## src/rtl/pwm_pkg.sv

```systemverilog
// Shared constants and types for the PWM ramp generator.
// Latency: n/a (definitions only).
// Backpressure: n/a.
package pwm_pkg;

    localparam int W_DEF    = 8;
    localparam int PS_W_DEF = 8;

    // Ramp shape selectors for the mode input.
    localparam logic MODE_SAW = 1'b0;
    localparam logic MODE_TRI = 1'b1;

    // Triangle slope direction.
    typedef enum logic {
        DIR_UP   = 1'b0,
        DIR_DOWN = 1'b1
    } dir_e;

endpackage

```

## src/rtl/pwm_prescaler.sv

```systemverilog
// Prescaler: emits a ramp-advance tick once every prescale+1 enabled cycles.
// Latency: tick is combinational from the registered count.
// Backpressure: none; en=0 freezes the count and suppresses tick.
module pwm_prescaler
    import pwm_pkg::*;
#(
    parameter int PS_W = PS_W_DEF
) (
    input  logic            clk,
    input  logic            rst_n,
    input  logic            en,
    input  logic [PS_W-1:0] prescale,
    output logic            tick
);

    logic [PS_W-1:0] ps_cnt_q;
    logic [PS_W-1:0] ps_cnt_d;

    // Equality only: if prescale is lowered below the count, the count wraps through 2^PS_W.
    assign tick = en && (ps_cnt_q == prescale);

    // Next count: restart on tick, otherwise advance while enabled.
    always_comb begin
        ps_cnt_d = ps_cnt_q;
        if (en) begin
            ps_cnt_d = tick ? '0 : ps_cnt_q + 1'b1;
        end
    end

    // Count register.
    always_ff @(posedge clk or negedge rst_n) begin
        if (!rst_n) begin
            ps_cnt_q <= '0;
        end else begin
            ps_cnt_q <= ps_cnt_d;
        end
    end

endmodule

```

## src/rtl/pwm_ramp_gen.sv

```systemverilog
// Ramp (comparator A) and active duty (comparator B) generator for glitch-free PWM.
// Latency: ramp/duty/period_start registered; load_ready combinational from pend register.
// Backpressure: one-entry shadow; load_ready low while a load waits for the next period boundary.
module pwm_ramp_gen
    import pwm_pkg::*;
#(
    parameter int             W        = W_DEF,
    parameter int             PS_W     = PS_W_DEF,
    parameter logic [W-1:0]   TOP_RST  = {W{1'b1}},
    parameter logic [W-1:0]   DUTY_RST = '0
) (
    input  logic            clk,
    input  logic            rst_n,
    input  logic            en,
    input  logic            mode,
    input  logic [PS_W-1:0] prescale,
    input  logic            load_valid,
    output logic            load_ready,
    input  logic [W-1:0]    load_duty,
    input  logic [W-1:0]    load_top,
    output logic [W-1:0]    ramp,
    output logic [W-1:0]    duty,
    output logic            period_start
);

    localparam logic [W-1:0] ONE = {{(W-1){1'b0}}, 1'b1};

    logic         tick;
    logic         bnd;
    logic         accept;

    logic [W-1:0] ramp_q, ramp_d;
    dir_e         dir_q, dir_d;
    logic         mode_q, mode_d;
    logic [W-1:0] duty_q, duty_d;
    logic [W-1:0] top_q, top_d;
    logic [W-1:0] sh_duty_q, sh_duty_d;
    logic [W-1:0] sh_top_q, sh_top_d;
    logic         pend_q, pend_d;
    logic         pstart_q, pstart_d;

    pwm_prescaler #(.PS_W(PS_W)) u_prescaler (
        .clk      (clk),
        .rst_n    (rst_n),
        .en       (en),
        .prescale (prescale),
        .tick     (tick)
    );

    assign load_ready   = !pend_q;
    assign accept       = load_valid && !pend_q;
    assign ramp         = ramp_q;
    assign duty         = duty_q;
    assign period_start = pstart_q;

    // Ramp stepping and slope direction; flags the period boundary when the ramp returns to 0.
    always_comb begin
        ramp_d = ramp_q;
        dir_d  = dir_q;
        bnd    = 1'b0;
        if (tick) begin
            if (mode_q == MODE_SAW) begin
                if (ramp_q == top_q) begin
                    ramp_d = '0;
                    bnd    = 1'b1;
                end else begin
                    ramp_d = ramp_q + ONE;
                end
            end else if (dir_q == DIR_UP) begin
                if (ramp_q == top_q) begin
                    // top of 0 or 1 turns straight back to 0, which closes the period.
                    if (top_q <= ONE) begin
                        ramp_d = '0;
                        dir_d  = DIR_UP;
                        bnd    = 1'b1;
                    end else begin
                        ramp_d = top_q - ONE;
                        dir_d  = DIR_DOWN;
                    end
                end else begin
                    ramp_d = ramp_q + ONE;
                end
            end else begin
                if (ramp_q == ONE) begin
                    ramp_d = '0;
                    dir_d  = DIR_UP;
                    bnd    = 1'b1;
                end else begin
                    ramp_d = ramp_q - ONE;
                end
            end
        end
    end

    // Shadow load, boundary apply of duty/top/mode, and the boundary pulse.
    always_comb begin
        mode_d    = mode_q;
        duty_d    = duty_q;
        top_d     = top_q;
        sh_duty_d = sh_duty_q;
        sh_top_d  = sh_top_q;
        pend_d    = pend_q;
        pstart_d  = bnd;
        if (bnd) begin
            mode_d = mode;
            if (pend_q) begin
                duty_d = sh_duty_q;
                top_d  = sh_top_q;
                pend_d = 1'b0;
            end
        end
        // accept implies pend_q=0, so it never collides with the apply above;
        // a load taken on a boundary edge therefore waits for the following boundary.
        if (accept) begin
            if (en) begin
                sh_duty_d = load_duty;
                sh_top_d  = load_top;
                pend_d    = 1'b1;
            end else begin
                // Ramp is frozen, so there is no period edge to wait for.
                duty_d = load_duty;
                top_d  = load_top;
            end
        end
    end

    // State registers.
    always_ff @(posedge clk or negedge rst_n) begin
        if (!rst_n) begin
            ramp_q    <= '0;
            dir_q     <= DIR_UP;
            mode_q    <= MODE_SAW;
            duty_q    <= DUTY_RST;
            top_q     <= TOP_RST;
            sh_duty_q <= '0;
            sh_top_q  <= '0;
            pend_q    <= 1'b0;
            pstart_q  <= 1'b0;
        end else begin
            ramp_q    <= ramp_d;
            dir_q     <= dir_d;
            mode_q    <= mode_d;
            duty_q    <= duty_d;
            top_q     <= top_d;
            sh_duty_q <= sh_duty_d;
            sh_top_q  <= sh_top_d;
            pend_q    <= pend_d;
            pstart_q  <= pstart_d;
        end
    end

endmodule
```

## config.mk

```make
export PLATFORM = sky130hd
export DESIGN_NAME = pwm_ramp_gen
export DESIGN_NICKNAME = d
export VERILOG_FILES = /design/src/rtl/pwm_pkg.sv /design/src/rtl/pwm_prescaler.sv /design/src/rtl/pwm_ramp_gen.sv
export SDC_FILE = /design/constraint.sdc
export NUM_CORES = 1
export LEC_CHECK = 0
export BUFFER_PORTS_ARGS = -buffer_cell sky130_fd_sc_hd__buf_2
export CAP_MARGIN = 20
export CORE_MARGIN = 4
export CORE_UTILIZATION = 55
export CTS_CLUSTER_DIAMETER = 120
export DETAILED_ROUTE_END_ITERATION = 8
export HOLD_SLACK_MARGIN = 0.03
export PLACE_DENSITY = 0.87
export SLEW_MARGIN = 15
export SYNTH_ARGS = -nofsm -noshare
export SYNTH_HDL_FRONTEND = slang
export SYNTH_SLANG_ARGS = --single-unit
```

## constraint.sdc

```tcl
create_clock -name clk -period 2.62 [get_ports clk]
set_input_delay 0.393 -clock clk [delete_from_list [all_inputs] [get_ports clk]]
set_output_delay 0.393 -clock clk [all_outputs]
set_load 0.005 [all_outputs]
```

# After elaboration in Yosys (flattened, before gate mapping)

Index checks and enable logic that the tools add are counted.

Logic and storage cells: 52
Output and inout bits: 18
Bits of input ports: 29
Register bits: 52

Reduce and logical (&&, ||, !) cells: 5
$add $sub $neg: 4
Order comparisons: 1
Equal/unequal tests: 3
Muxes and demuxes: 29

Operators with widths:

| operator              | count |
|---|---|
| $mux W8               | 15 |
| $add A8 B1 Y8 const B | 2 |
| $eq A8 B8 Y1          | 2 |
| $sub A8 B1 Y8 const B | 2 |
| $mux W1               | 14 |
| $eq A8 B1 Y1 const B  | 1 |
| $le A8 B1 Y1 const B  | 1 |
| $reduce_and A2 Y1     | 2 |
| $logic_and A1 B1 Y1   | 2 |
| $logic_not A1 Y1      | 1 |

# Depth between registers and ports, before layout

Word-level depth: 9
Mapped depth: 9
Gate-level depth less buffers: 7

# Modules after synthesis

Synthesis repeated with hierarchy kept, for this count alone.

Cells, all modules: 336
Area total of the unflattened synthesis: 3211.8 um^2

Modules (own cells, without submodules):

| module        | times used | cells an instance | area each (um^2) | seq. area each (um^2) |
|---|---|---|---|---|
| pwm_ramp_gen  | 1          | 280               | 2666.3           | 1111.1 |
| pwm_prescaler | 1          | 56                | 545.5            | 200.2 |

# Least setup slack after synthesis

Ideal clock, no wire load.

Path kind: reg2reg
Start point: register top_q[0]
End point: register top_q[6]
Required time: 2543 ps
Clock period less this slack: 2247 ps
Path buffers: 2
Stages on the path, launching flop included: 10
Path slack: 373 ps
Data arrival time: 2170 ps
Library setup time: 77 ps
Cell sequence: dfstp_2 > inv_1 > ha_1 > or2_2 > a311oi_1 > or3_1 > buf_2 > buf_2 > o31ai_1 > a31oi_1

Longest elaborated chain between the ends: 9
Elaborated cells on any way between the ends: 11
Those cells by class: order compare (1); eq/ne (1); mux (9)

RTL lines:

| what                   | line                | RTL |
|---|---|---|
| start, declared        | pwm_ramp_gen.sv:36  | `logic [W-1:0] top_q, top_d;` |
| start signal, assigned | pwm_ramp_gen.sv:144 | `top_q <= top_d;` |
| $le A8 B1 Y1           | pwm_ramp_gen.sv:72  | `if (top_q <= ONE) begin` |
| $mux W1                | pwm_ramp_gen.sv:72  |  |
| $mux W1                | pwm_ramp_gen.sv:70  | `if (ramp_q == top_q) begin` |
| $mux W1                | pwm_ramp_gen.sv:69  | `end else if (dir_q == DIR_UP) begin` |
| $mux W1 *              | pwm_ramp_gen.sv:62  | `if (mode_q == MODE_SAW) begin` |
| $mux W1 *              | pwm_ramp_gen.sv:61  | `if (tick) begin` |
| $mux W8 *              | pwm_ramp_gen.sv:104 | `if (bnd) begin` |
| $mux W8                | pwm_ramp_gen.sv:115 | `if (en) begin` |
| $mux W8 *              | pwm_ramp_gen.sv:114 | `if (accept) begin` |
| via top_d[6]           | pwm_ramp_gen.sv:36  |  |

Mark *: on every way through the listed nets, which the timed path passes. The rest lies on a longest branch.
A chain may end at the register's enable or synchronous reset.

# Final worst setup path

Start point: register u_prescaler.ps_cnt_q[0]
End point: register duty_q[1] (netlist: duty[1])

Longest elaborated chain between the ends: 6

RTL lines:

| what                   | line                | RTL |
|---|---|---|
| start, declared        | pwm_prescaler.sv:16 | `logic [PS_W-1:0] ps_cnt_q;` |
| start signal, assigned | pwm_prescaler.sv:35 | `ps_cnt_q <= ps_cnt_d;` |
| $eq A8 B8 Y1 *         | pwm_prescaler.sv:20 | `assign tick = en && (ps_cnt_q == prescale);` |
| $logic_and A1 B1 Y1 *  | pwm_prescaler.sv:20 |  |
| $mux W1 *              | pwm_ramp_gen.sv:61  |  |
| $mux W8 *              | pwm_ramp_gen.sv:104 |  |
| $mux W8                | pwm_ramp_gen.sv:115 |  |
| $mux W8 *              | pwm_ramp_gen.sv:114 |  |
| via duty_d[1]          | pwm_ramp_gen.sv:35  | `logic [W-1:0] duty_q, duty_d;` |
| end signal, assigned   | pwm_ramp_gen.sv:143 | `duty_q <= duty_d;` |
| end, declared          | pwm_ramp_gen.sv:35  |  |

Marked as above.

==> run_results.csv <==
group,metric,value,unit
logic_synthesis,synth_edf_count,0,
logic_synthesis,synthArstFlopShare,1.00,
cells_and_area,multiInputGateArea,0.00182,mm^2
logic_synthesis,ys_top_cells_by_area,"dfrtp_1 33%, dfstp_2 6.4%, mux2_2 5.5%",
cells_and_area,area_growth,14.7,%
logic_synthesis,ys_seq_elements,52,
detailed_routing,drtIter0Drc,284,
critical_path,rrSetupSlack,0.24,ns
critical_path,cp_data_required_time,2.86,ns
detailed_routing,dr.pass1.iters,5,
sta,fmax,420,MHz
detailed_routing,num_vias,3041,
critical_path,start_kind,"flip-flop",
detailed_routing,drc,0,
critical_path,crit_type,"reg -> reg",
cells_and_area,regArea,0.00131,mm^2
logic_synthesis,yosysWarnings,0,
grt,overflow,0,
power_and_ir_drop,ir_drop,0.354,mV
critical_path,critical-path-top-delay-family,"simple AND/OR/NAND/NOR gates",
die,die_y,85.4,um
critical_path,cp_max_fo,23,
die,ios,47,
logic_synthesis,synth_cell_types,51,
hold_path,hp-class,"in -> reg",
sta,fin_crit,2.38,ns
clocking,clk_path_buf_depth,2,
die,initial_utilization,0.581,
cells_and_area,final_cell_mix,"46 x buf_2, 44 x dfrtp_1, 29 x nor2_1, 26 x nand2_1",
placed_design,place_ws,0.143,ns
placed_design,gp_congestion,0.907,
sta,post-route-period-util,0.910,
critical_path,path_buf_inv,0,
critical_path,arrival,2.62,ns
detailed_routing,drt.antenna.violating_nets,0,
logic_synthesis,synthesis.nets,387,
die,rows,27,
sta,setup_viol,0,
detailed_routing,vias_per_cell,6.46,
sta,hold_viol_final,0,
grt,grt_pass1_wl,13.9,mm
die,die_w,85.4,um
grt,grt_use_total,0.235,
detailed_routing,routedWlPerCell,17.7,um
power_and_ir_drop,pwr_density_cell,495,mW/mm^2
clocking,root_buffer,"clkbuf_8",
critical_path,end_kind,"flip-flop",
sta,final.setup.worst_slack,0.237,ns
logic_synthesis,synth_top_area_frac,0.334,
logic_synthesis,syn-cell-area,0.00330,mm^2
sta,rsz0062_at_grt,"false",
grt,grt_max_degree,33,
cells_and_area,final_common_cell,"buf_2",
clocking,cts_buffers,5,
clocking,clk_latency,0.32,ns
logic_synthesis,syn_inst,352,
sta,worst_slew_pin_slew,0.804,ns
logic_synthesis,yosysTopAreaCell,"dfrtp_1",
logic_synthesis,syn_avg_cell_area,9.37,um^2
clocking,h-tree-depth,2,
grt,antenna_found_initial,0,
sta,setup_tns,0,ns
sta,final_max_slew_viol_count,0,
grt,grt_pass1_vias,2852,
placed_design,dp_hpwl,5.93,mm
status,status,"finished, final reports clean",
clocking,clkTransAtPathRegs,0.10,ns
power_and_ir_drop,leakagePower,1.71,nW
cells_and_area,drive_gt1_frac,0.266,
flow_run,cap_violations,0,
critical_path,slowest_delay,0.68,ns
die,coreArea,0.00568,mm^2
cells_and_area,final.fill_count,453,
cells_and_area,layout.nets,433,
clocking,cts_tree,"yes",
sta,relSlewSlack,0.462,
logic_synthesis,yosysSeqAreaShare,0.398,
clocking,cts_sinks,52,
critical_path,cpMaxStageDelayCell,"or3_1",
critical_path,crit_chain,"xnor2_1 -> nand3_1 -> or3_1 -> or4_1 -> a31oi_1",
placed_design,port_buffers,46,
die,die_area,0.00730,mm^2
sta,clock_skew,0.00518,ns
logic_synthesis,ys_dominant_reg_cell,"dfrtp_1",
detailed_routing,wl,8.35,mm
cells_and_area,diodes,0,
path summary, 6_finish.rpt:
check                                              from      endpoint  cells past startpoint
min in group asynchronous                         rst_n       ramp[7]                      2
worst min register to register             sh_duty_q[2]  sh_duty_q[2]                      1
worst max-delay path            u_prescaler.ps_cnt_q[0]       duty[1]                      5
max in group asynchronous                         rst_n      top_q[5]                      3
worst max register to register  u_prescaler.ps_cnt_q[0]       duty[1]                      5
worst min-delay path                        load_top[3]      top_q[3]                      3
through the flow:
step | cells | power [mW] | util | hold WS, ns | area (um^2)
2_1_floorplan | 352 | 1.15 | - | 0.0974 | 3300
3_3_place_gp | 462 | 1.27 | 0.639 | 0.367 | 3630
3_5_place_dp | 462 | 1.28 | 0.639 | 0.366 | 3630
4_1_cts | 471 | 1.87 | 0.662 | 0.313 | 3760
5_1_grt | 471 | 1.96 | 0.666 | 0.307 | 3780
6_report | 471 | 1.87 | 0.666 | 0.311 | 3780
logic make-up after synthesis:
| group | share of synthesized area |
|---|---|
| muxes | 0.0637 |
| adders and majority gates | 0.0228 |
| DFF | 0.398 |
| buffers and inverters | 0.0584 |
| xor gates and xnor gates | 0.0744 |
| AOI/OAI and AO/OA | 0.178 |
| and+or+nand+nor | 0.205 |
Yosys cell counts, types with 4 or more instances:
library cell and instances:
dfrtp_1 44, nor2_1 29, nand2_1 26, a31oi_1 20
o31ai_1 19, or4_1 18, mux2_2 16, xor2_1 16
inv_1 13, buf_2 12, clkbuf_1 12, xnor2_1 12
a21oi_1 10, nand3_1 10, o21ai_0 9, dfstp_2 8
nand4_1 7, ha_1 6, nor3_1 5, or3_1 5
a21boi_0 4
where the power goes:
group          switching (mW)  total (mW)  internal [mW]
registers              0.0980       0.962          0.864
clock network           0.301       0.596          0.295
logic                   0.161       0.313          0.153
registers in the layout, summed over array words and instances (netlist names):
register	count
top_q	8
sh_duty_q	8
pend_q	1
mode_q	1
sh_top_q	8
dir_q	1
duty	8
u_prescaler.ps_cnt_q	8
period_start	1
ramp	8
worst reg2reg max path, stage by stage, from the launching register on:
cell	delay (ns)
dfrtp_1	0.47
xnor2_1	0.18
nand3_1	0.15
or3_1	0.68
or4_1	0.63
a31oi_1	0.20
final cells by class:
type / instances / area share
inverters: 13 / 0.0129
flip-flops and latches: 52 / 0.347
well taps: 72 / 0.0238
clock inverters: 3 / 0.0132
repair buffers: 67 / 0.103
clock buffers: 5 / 0.0182
multi-input cells: 259 / 0.482
routing by layer:
layer  part of all wire  track usage  vias to the layer above
li1                   -            -                     1397
met1               0.42        0.331                     1433
met2               0.47        0.360                      187
met3              0.082       0.0359                       24
met4              0.024       0.0950                        0
met5                  0            0                        -
repair_timing:
item | 4_1_cts | 5_1_grt
gates resized for setup | 0 | 3
buffers inserted | 0 | 0
hold buffers | 1 | 0
setup endpoints to repair | 0 | 17
endpoints found under the hold margin | 14 | 0
Power figures use the tool's default switching activity.
